[config.mk]
export PLATFORM = sky130hd
export DESIGN_NAME = hazard_control_unit_flat
export DESIGN_NICKNAME = d
export VERILOG_FILES = /design/src/rtl/hazard_control_unit_if.sv /design/src/rtl/hazard_control_unit.sv /design/src/flat_wrapper.sv
export SDC_FILE = /design/constraint.sdc
export NUM_CORES = 1
export LEC_CHECK = 0
export ABC_AREA = 0
export CELL_PAD_IN_SITES_DETAIL_PLACEMENT = 0
export CELL_PAD_IN_SITES_GLOBAL_PLACEMENT = 1
export CORE_ASPECT_RATIO = 1.25
export CORE_UTILIZATION = 35
export DETAILED_ROUTE_END_ITERATION = 8
export PLACE_DENSITY = 0.89
export SLEW_MARGIN = 20
export SYNTH_ARGS = -nofsm -noshare
export SYNTH_HDL_FRONTEND = slang
export SYNTH_SLANG_ARGS = --single-unit
[constraint.sdc]
create_clock -name clk -period 2.7 [get_ports clk]
set_input_delay 0.54 -clock clk [delete_from_list [all_inputs] [get_ports clk]]
set_output_delay 0.54 -clock clk [all_outputs]
set_load 0.05 [all_outputs]
[src/rtl/hazard_control_unit_if.sv]
// Hazard-control bundle between the 5-stage pipeline and the hazard unit.
// The pipeline side (master) reports register usage and stage status. The
// hazard unit side (slave) returns per-stage write enables, flushes,
// the watchdog error and the performance counters.
interface hazard_control_unit_if #(
  parameter int CNT_W = 16
);
  // Pipeline status
  logic [4:0]       if_id_rs1_addr;
  logic [4:0]       if_id_rs2_addr;
  logic             if_id_rs1_used;
  logic             if_id_rs2_used;
  logic [4:0]       id_ex_rd_addr;
  logic             id_ex_mem_read_en;
  logic             ex_branch_taken;
  logic             mem_req;
  logic             mem_ready;

  // Pipeline control
  logic             pc_write_en;
  logic             if_id_write_en;
  logic             if_id_flush;
  logic             id_ex_write_en;
  logic             id_ex_flush;
  logic             ex_mem_write_en;
  logic             mem_wb_flush;

  // Health and statistics
  logic             mem_timeout_err;
  logic [CNT_W-1:0] stall_count;
  logic [CNT_W-1:0] flush_count;

  modport master (
    output if_id_rs1_addr, if_id_rs2_addr, if_id_rs1_used, if_id_rs2_used,
           id_ex_rd_addr, id_ex_mem_read_en, ex_branch_taken, mem_req, mem_ready,
    input  pc_write_en, if_id_write_en, if_id_flush, id_ex_write_en, id_ex_flush,
           ex_mem_write_en, mem_wb_flush, mem_timeout_err, stall_count, flush_count
  );

  modport slave (
    input  if_id_rs1_addr, if_id_rs2_addr, if_id_rs1_used, if_id_rs2_used,
           id_ex_rd_addr, id_ex_mem_read_en, ex_branch_taken, mem_req, mem_ready,
    output pc_write_en, if_id_write_en, if_id_flush, id_ex_write_en, id_ex_flush,
           ex_mem_write_en, mem_wb_flush, mem_timeout_err, stall_count, flush_count
  );
endinterface

[src/rtl/hazard_control_unit.sv]
// Hazard controller for the 5-stage RV32I pipeline.
// Handles the hazards that forwarding cannot hide:
//   - multi-cycle data-memory accesses (freeze the front, bubble MEM/WB)
//   - taken branches (squash IF/ID and ID/EX)
//   - load-use dependencies (hold PC and IF/ID for one cycle, bubble ID/EX)
// Control outputs are purely combinational. The memory-stall watchdog and
// the saturating stall and flush counters are registered.
module hazard_control_unit #(
  parameter int MEM_TIMEOUT = 64,
  parameter int CNT_W       = 16
) (
  input  logic                  clk,
  input  logic                  rst,
  hazard_control_unit_if.slave  hz
);

  localparam int                WAIT_W    = $clog2(MEM_TIMEOUT) + 1;
  localparam logic [WAIT_W-1:0] WAIT_LAST = WAIT_W'(MEM_TIMEOUT - 1);

  logic              w_mem_stall;
  logic              w_rs1_hit;
  logic              w_rs2_hit;
  logic              w_load_use;

  logic              w_pc_write_en;
  logic              w_if_id_write_en;
  logic              w_if_id_flush;
  logic              w_id_ex_write_en;
  logic              w_id_ex_flush;
  logic              w_ex_mem_write_en;
  logic              w_mem_wb_flush;

  logic [WAIT_W-1:0] r_wait_cnt;
  logic              r_mem_timeout_err;
  logic [CNT_W-1:0]  r_stall_count;
  logic [CNT_W-1:0]  r_flush_count;

  // A load writing x0 never produces a real dependency, and an operand
  // the ID instruction does not read is never compared.
  assign w_mem_stall = hz.mem_req & ~hz.mem_ready;
  assign w_rs1_hit   = hz.if_id_rs1_used & (hz.id_ex_rd_addr == hz.if_id_rs1_addr);
  assign w_rs2_hit   = hz.if_id_rs2_used & (hz.id_ex_rd_addr == hz.if_id_rs2_addr);
  assign w_load_use  = hz.id_ex_mem_read_en & (hz.id_ex_rd_addr != 5'd0) &
                       (w_rs1_hit | w_rs2_hit);

  // Priority-ordered control decode: memory stall, then branch, then load-use.
  always_comb begin
    w_pc_write_en     = 1'b1;
    w_if_id_write_en  = 1'b1;
    w_if_id_flush     = 1'b0;
    w_id_ex_write_en  = 1'b1;
    w_id_ex_flush     = 1'b0;
    w_ex_mem_write_en = 1'b1;
    w_mem_wb_flush    = 1'b0;
    if (rst) begin
      // Hold every stage still while in reset.
      w_pc_write_en     = 1'b0;
      w_if_id_write_en  = 1'b0;
      w_id_ex_write_en  = 1'b0;
      w_ex_mem_write_en = 1'b0;
    end else if (w_mem_stall) begin
      // Freeze everything up to EX/MEM. Any pending branch or load-use
      // stays in place and is resolved once memory completes.
      w_pc_write_en     = 1'b0;
      w_if_id_write_en  = 1'b0;
      w_id_ex_write_en  = 1'b0;
      w_ex_mem_write_en = 1'b0;
      w_mem_wb_flush    = 1'b1;
    end else if (hz.ex_branch_taken) begin
      // The ID instruction is on the wrong path, so its load-use is moot.
      w_if_id_flush = 1'b1;
      w_id_ex_flush = 1'b1;
    end else if (w_load_use) begin
      // One bubble; forwarding covers the dependency after that.
      w_pc_write_en    = 1'b0;
      w_if_id_write_en = 1'b0;
      w_id_ex_flush    = 1'b1;
    end
  end

  // Watchdog: count consecutive memory-stall cycles, latch a sticky error
  // on the MEM_TIMEOUT-th one. The error never alters pipeline control.
  always_ff @(posedge clk or posedge rst) begin
    if (rst) begin
      r_wait_cnt        <= '0;
      r_mem_timeout_err <= 1'b0;
    end else begin
      if (!w_mem_stall) begin
        r_wait_cnt <= '0;
      end else if (r_wait_cnt != '1) begin
        r_wait_cnt <= r_wait_cnt + 1'b1;
      end
      if (w_mem_stall && (r_wait_cnt == WAIT_LAST)) begin
        r_mem_timeout_err <= 1'b1;
      end
    end
  end

  // Saturating performance counters for stall and flush cycles.
  always_ff @(posedge clk or posedge rst) begin
    if (rst) begin
      r_stall_count <= '0;
      r_flush_count <= '0;
    end else begin
      if (!w_pc_write_en && (r_stall_count != '1)) begin
        r_stall_count <= r_stall_count + 1'b1;
      end
      if (w_if_id_flush && (r_flush_count != '1)) begin
        r_flush_count <= r_flush_count + 1'b1;
      end
    end
  end

  assign hz.pc_write_en     = w_pc_write_en;
  assign hz.if_id_write_en  = w_if_id_write_en;
  assign hz.if_id_flush     = w_if_id_flush;
  assign hz.id_ex_write_en  = w_id_ex_write_en;
  assign hz.id_ex_flush     = w_id_ex_flush;
  assign hz.ex_mem_write_en = w_ex_mem_write_en;
  assign hz.mem_wb_flush    = w_mem_wb_flush;
  assign hz.mem_timeout_err = r_mem_timeout_err;
  assign hz.stall_count     = r_stall_count;
  assign hz.flush_count     = r_flush_count;

endmodule

[src/flat_wrapper.sv]
// flat-port wrapper written by rule: the top's interface ports become plain ports
module hazard_control_unit_flat 
#(
  parameter int MEM_TIMEOUT = 64,
  parameter int CNT_W       = 16
)
  (clk, rst, hz_if_id_rs1_addr, hz_if_id_rs2_addr, hz_if_id_rs1_used, hz_if_id_rs2_used, hz_id_ex_rd_addr, hz_id_ex_mem_read_en, hz_ex_branch_taken, hz_mem_req, hz_mem_ready, hz_pc_write_en, hz_if_id_write_en, hz_if_id_flush, hz_id_ex_write_en, hz_id_ex_flush, hz_ex_mem_write_en, hz_mem_wb_flush, hz_mem_timeout_err, hz_stall_count, hz_flush_count);
  hazard_control_unit_if #(.CNT_W(CNT_W)) hz_i ();
  input  logic clk;
  input  logic rst;
  input wire logic [$bits(hz_i.if_id_rs1_addr)-1:0] hz_if_id_rs1_addr;
  input wire logic [$bits(hz_i.if_id_rs2_addr)-1:0] hz_if_id_rs2_addr;
  input wire logic [$bits(hz_i.if_id_rs1_used)-1:0] hz_if_id_rs1_used;
  input wire logic [$bits(hz_i.if_id_rs2_used)-1:0] hz_if_id_rs2_used;
  input wire logic [$bits(hz_i.id_ex_rd_addr)-1:0] hz_id_ex_rd_addr;
  input wire logic [$bits(hz_i.id_ex_mem_read_en)-1:0] hz_id_ex_mem_read_en;
  input wire logic [$bits(hz_i.ex_branch_taken)-1:0] hz_ex_branch_taken;
  input wire logic [$bits(hz_i.mem_req)-1:0] hz_mem_req;
  input wire logic [$bits(hz_i.mem_ready)-1:0] hz_mem_ready;
  output wire logic [$bits(hz_i.pc_write_en)-1:0] hz_pc_write_en;
  output wire logic [$bits(hz_i.if_id_write_en)-1:0] hz_if_id_write_en;
  output wire logic [$bits(hz_i.if_id_flush)-1:0] hz_if_id_flush;
  output wire logic [$bits(hz_i.id_ex_write_en)-1:0] hz_id_ex_write_en;
  output wire logic [$bits(hz_i.id_ex_flush)-1:0] hz_id_ex_flush;
  output wire logic [$bits(hz_i.ex_mem_write_en)-1:0] hz_ex_mem_write_en;
  output wire logic [$bits(hz_i.mem_wb_flush)-1:0] hz_mem_wb_flush;
  output wire logic [$bits(hz_i.mem_timeout_err)-1:0] hz_mem_timeout_err;
  output wire logic [$bits(hz_i.stall_count)-1:0] hz_stall_count;
  output wire logic [$bits(hz_i.flush_count)-1:0] hz_flush_count;
  assign hz_i.if_id_rs1_addr = hz_if_id_rs1_addr;
  assign hz_i.if_id_rs2_addr = hz_if_id_rs2_addr;
  assign hz_i.if_id_rs1_used = hz_if_id_rs1_used;
  assign hz_i.if_id_rs2_used = hz_if_id_rs2_used;
  assign hz_i.id_ex_rd_addr = hz_id_ex_rd_addr;
  assign hz_i.id_ex_mem_read_en = hz_id_ex_mem_read_en;
  assign hz_i.ex_branch_taken = hz_ex_branch_taken;
  assign hz_i.mem_req = hz_mem_req;
  assign hz_i.mem_ready = hz_mem_ready;
  assign hz_pc_write_en = hz_i.pc_write_en;
  assign hz_if_id_write_en = hz_i.if_id_write_en;
  assign hz_if_id_flush = hz_i.if_id_flush;
  assign hz_id_ex_write_en = hz_i.id_ex_write_en;
  assign hz_id_ex_flush = hz_i.id_ex_flush;
  assign hz_ex_mem_write_en = hz_i.ex_mem_write_en;
  assign hz_mem_wb_flush = hz_i.mem_wb_flush;
  assign hz_mem_timeout_err = hz_i.mem_timeout_err;
  assign hz_stall_count = hz_i.stall_count;
  assign hz_flush_count = hz_i.flush_count;
  hazard_control_unit #(.MEM_TIMEOUT(MEM_TIMEOUT), .CNT_W(CNT_W)) u_core (.clk(clk), .rst(rst), .hz(hz_i));
endmodule
# Word level (Yosys, flattened, before mapping)
# Index checks and enable logic that the tools add are counted.
# W data, S select, Z words.
[word_totals]
memories = 0
wordCells = 43
mem_bits_rw = 0
mem_bits_ro = 0
out_inout_bits = 40
input_bits = 23
latchBits = 0
register_bits = 40
[classes]
mul = 0
magnitude_cmp = 0
div_mod_pow = 0
n_mux = 17
n_reduce_logical = 5
n_eq_ne = 7
addsub = 3
n_bitwise = 7
shifts = 0
[ops]
columns = ["operator", "n"]
rows = [
  ["$add A16 B1 Y16 const B", 2],
  ["$ne A16 B16 Y1 const B", 2],
  ["$mux W1", 15],
  ["$mux W7", 2],
  ["$eq A5 B5 Y1", 2],
  ["$add A7 B1 Y7 const B", 1],
  ["$eq A7 B6 Y1 const B", 1],
  ["$ne A7 B7 Y1 const B", 1],
  ["$and A1 B1 Y1", 5],
  ["$reduce_bool A5 Y1", 1],
  ["$logic_and A1 B1 Y1", 3],
  ["$ne A2 B2 Y1 const B", 1],
  ["$logic_not A1 Y1", 1],
  ["$not A1 Y1", 1],
  ["$or A1 B1 Y1", 1],
]

# Longest topological paths before layout
[depth]
word_depth = 10
depth_mapped = 8
mapped_depth_nobuf = 7

# Worst setup path before layout
# Ideal clock, no wire load.
[synth_timing]
kind = "input -> register"
from = "input port rst"
to = "register u_core.r_flush_count[7], in the netlist u_core.hz.flush_count[7]"
setup_time_ps = 141
setup_slack_ps = -266
arrival_time_ps = 2825
n_path_buf = 0
cell_stages = 6
path_cell_list = "inv_1 > and3_1 > o31ai_4 > nor2_1 > nand4_1 > xnor2_1"
[synth_between]
elab_chain_len = 2
[synth_rtl]
columns = ["element", "line_no", "source"]
rows = [
  ["from (decl)", "flat_wrapper.sv:10", "input logic rst;"],
  ["$mux W1", "hazard_control_unit.sv:55", "if (rst) begin"],
  ["named net hz_if_id_flush", "flat_wrapper.sv:22", "output wire logic [$bits(hz_i.if_id_flush)-1:0] hz_if_id_flush;"],
  ["$logic_and A1 B1 Y1", "hazard_control_unit.sv:108", "if (w_if_id_flush && (r_flush_count != '1)) begin"],
  ["to (signal assigned)", "hazard_control_unit.sv:109", "r_flush_count <= r_flush_count + 1'b1;"],
  ["to (decl)", "hazard_control_unit.sv:36", "logic [CNT_W-1:0] r_flush_count;"],
]
# The timed path passes the listed nets, and every way through them passes these cells.
# A chain may end at the register's enable or synchronous reset.

# Final worst setup path
[layout_timing]
from = "input port hz_id_ex_rd_addr[0]"
to = "output port hz_id_ex_flush"
[layout_between]
elab_chain_len = 8
word_cells_on_any_way = 12
[layout_rtl]
columns = ["element", "line_no", "source"]
rows = [
  ["from (decl)", "flat_wrapper.sv:15", "input wire logic [$bits(hz_i.id_ex_rd_addr)-1:0] hz_id_ex_rd_addr;"],
  ["$eq A5 B5 Y1 (on tied branches)", "hazard_control_unit.sv:41, hazard_control_unit.sv:42", ""],
  ["$and A1 B1 Y1 (on tied branches)", "hazard_control_unit.sv:41, hazard_control_unit.sv:42", ""],
  ["$or A1 B1 Y1", "hazard_control_unit.sv:44", "(w_rs1_hit | w_rs2_hit);"],
  ["$and A1 B1 Y1 *", "hazard_control_unit.sv:43", "assign w_load_use = hz.id_ex_mem_read_en & (hz.id_ex_rd_addr != 5'd0) &"],
  ["$mux W1 *", "hazard_control_unit.sv:73", "end else if (w_load_use) begin"],
  ["$mux W1 *", "hazard_control_unit.sv:69", "end else if (hz.ex_branch_taken) begin"],
  ["$mux W1 *", "hazard_control_unit.sv:61", "end else if (w_mem_stall) begin"],
  ["$mux W1 *", "hazard_control_unit.sv:55", ""],
  ["to (decl)", "flat_wrapper.sv:24", "output wire logic [$bits(hz_i.id_ex_flush)-1:0] hz_id_ex_flush;"],
]
# Every way passes the cells marked *; elsewhere a longest branch is shown, timed or not.

==> impl_metrics.env <==
export IMPL_ys_ff_latch=40
export IMPL_synth_area_um2=2050
export IMPL_ios=63
export IMPL_layout_setup_ws_ps=133
export IMPL_place_worst_setup_slack_ps=-71.1
export IMPL_dpl_cell_area_um2=2840
export IMPL_port_buffers=62
export IMPL_synth_cell_types=36
export IMPL_synth_most_common_cell="dfrtp_1"
export IMPL_vias=1675
export IMPL_dr_pass1_iters=6
export IMPL_grt_pass1_wl_um=7620
export IMPL_switching_share=0.438
export IMPL_p_seq_frac=0.380
export IMPL_cts_setup_buffers=0
export IMPL_fin_setup_tns_ps=0
export IMPL_fin_worst_skew_ps=11.1
export IMPL_drc=14
export IMPL_viasPerCell=5.01
export IMPL_final_hold_viol_count=0
export IMPL_wirelength_um=4550
export IMPL_crit_fanout=3
export IMPL_status="finished with violations"
export IMPL_p_int_mw=1.33
export IMPL_clk_insertion_delay_late_ps=290
export IMPL_hold_buffers=0
export IMPL_setup_viol=0
export IMPL_p_clk_frac=0.173
export IMPL_gr_total_overflow=0
export IMPL_synth_top_area_cell="dfrtp_1"
export IMPL_power_total_mw=2.37
export IMPL_cts_sinks=40
export IMPL_crit_path_end_kind="output port"
export IMPL_dp_cells=326
export IMPL_fp_dieW_um=70.5
export IMPL_path_clk_slew_ps=70
export IMPL_min_period_ps=2570
export IMPL_postLayoutCoreUtil=0.531
export IMPL_gp_congestion=0.732
export IMPL_initial_utilization=0.369
export IMPL_hp_class="reg2reg"
export IMPL_synthCells=196
export IMPL_worstMarginPinSlew_ps=523
export IMPL_slew_violations=0
export IMPL_first_iter_violations=53
export IMPL_synth_edf_count=0
export IMPL_ctsRootBufferMaster="clkbuf_8"
export IMPL_rsz0062_at_grt="no"
export IMPL_relSlewSlack=0.650
export IMPL_clk_path_buf_depth=2
export IMPL_ys_flop_type="dfrtp_1"
export IMPL_grt_max_degree=41
export IMPL_p_leak_nw=1.24
export IMPL_final_cells=334
export IMPL_violations="DRC"
export IMPL_cap_violations=0
export IMPL_track_usage=0.156
export IMPL_cts_max_level=2
export IMPL_syn_avg_cell_area_um2=10.5
export IMPL_nets=295
export IMPL_routedWlPerCell_um=13.6
export IMPL_antenna_left=0
export IMPL_row_count=30
export IMPL_hold_ws_ps=479
export IMPL_p_per_area_nw_per_um2=805
export IMPL_synthArstFlopShare=1.00
export IMPL_synth_area_top_cells="dfrtp_1 (49%), xnor2_1 (10%), xor2_1 (7.7%), nand3_1 (3.4%), nand4_1 (3.4%)"
export IMPL_power_switching_mw=1.04
export IMPL_crit_type="in2out"
export IMPL_area_growth_pct=43.7
export IMPL_synth_seq_area_share=0.488
export IMPL_ys_warnings_count=0
export IMPL_synth_top_area_frac=0.488
export IMPL_antenna_found_initial=0
export IMPL_fin_crit_sh=0.951
export IMPL_syn_num_nets=222
export IMPL_rrSetupSlack_ps=780
export IMPL_insertedDiodeCount=0
export IMPL_drive_gt1_frac=0.130
export IMPL_dieHeight_um=87.6
export IMPL_worstPathArrival_ps=2030
export IMPL_fmax_mhz=390
export IMPL_critPathRequiredTime_ps=2160
export IMPL_vdd_drop_max_v=0.000342
export IMPL_core_um2=5560
export IMPL_cp_start_kind="input port"
export IMPL_die_area_um2=6170
export IMPL_first_global_vias=1643
export IMPL_tritoncts="yes"
export IMPL_fin_area_um2=2950
export IMPL_dp_hpwl_um=3410
export IMPL_synthTopCellsByCount="dfrtp_1 (40), xnor2_1 (24), nand2_1 (18), xor2_1 (18), nor2_1 (17)"
export IMPL_cts_buffers=5
export IMPL_combPwrFrac=0.447
## timing repair
item                                    4_1_cts  5_1_grt
endpoints found under the setup margin        3        3
gates resized for setup                       5        3
endpoints found under the hold margin         0        0
pin swaps                                     2        3
## sequential cells by signal (all words and copies together) (netlist names)
signal                     count
u_core.hz.flush_count         16
u_core.hz.stall_count         16
u_core.r_wait_cnt              7
u_core.hz.mem_timeout_err      1
## placed cells by master (no fill, tap or decap), types with 2 or more instances in the layout
cell type         n
clkdlybuf4s50_1  51
dfrtp_1          40
xnor2_1          24
xor2_1           18
nand2_1          18
nor2_1           15
nand3_1          14
nand4_1          11
buf_4            10
nor3_1            7
clkbuf_8          6
buf_12            5
and3_1            4
nor2_2            4
inv_1             3
and4_1            3
nor4_1            3
ha_1              3
clkinvlp_4        2
nor4b_1           2
o21a_1            2
o21ai_0           2
mux2_4            2
dlymetal6s2s_1    2
dlygate4sd2_1     2
## per-layer routing
layer  track usage  up-vias  part of all wire
li1              -      823                 -
met1         0.195      795              0.43
met2         0.266       51              0.48
met3        0.0391        6             0.073
met4        0.0501        0             0.014
met5             0        -                 0
## power groups by stage
stage | clock [mW] | combinational, mW | sequential (mW)
global route | 0.459 | 1.12 | 0.930
global placement | 0 | 1.06 | 0.911
floorplan | 0 | 0.257 | 1.33
finish | 0.411 | 1.06 | 0.902
CTS | 0.425 | 1.07 | 0.905
detailed placement | 0 | 1.07 | 0.915
## final timing paths
| check | endpoint | from | cells after the start |
|---|---|---|---|
| worst max-delay path | hz_id_ex_flush | hz_id_ex_rd_addr[0] | 7 |
| worst min-delay path | u_core.hz.mem_timeout_err$_DFFE_PP0P_ | u_core.hz.mem_timeout_err$_DFFE_PP0P_ | 1 |
| worst max register to register | u_core.hz.stall_count[1]$_DFFE_PP0P_ | u_core.hz.stall_count[1]$_DFFE_PP0P_ | 8 |
| worst min register to register | u_core.hz.mem_timeout_err$_DFFE_PP0P_ | u_core.hz.mem_timeout_err$_DFFE_PP0P_ | 1 |
| max in group asynchronous | u_core.hz.stall_count[6]$_DFFE_PP0P_ | rst | 3 |
| min in group asynchronous | u_core.r_wait_cnt[2]$_DFFE_PP0P_ | rst | 3 |
## layout make-up
class,count,area (um^2)
sequential,40,1000
timing repair buffer,71,739
multi-input combinational,147,1010
tap,64,80.1
clock buffer,7,86.3
fill,513,2610
clock inverter,1,7.51
inverter,4,18.8
## worst max-delay path, stage by stage
cell and delay (ps):
clkdlybuf4s50_1 560, xnor2_1 150, nand4_1 140, o22ai_2 200
and2b_1 160, o21a_1 120, buf_6 160
## cell families after synthesis
group | after synthesis | share of synthesized area
compound gates | 12 | 0.0518
mux | 3 | 0.0201
flops | 40 | 0.488
fa+ha+maj | 3 | 0.0183
simple gates | 87 | 0.218
xor+xnor | 42 | 0.179
buf+inv | 9 | 0.0250
Power figures use the tool's default switching activity.
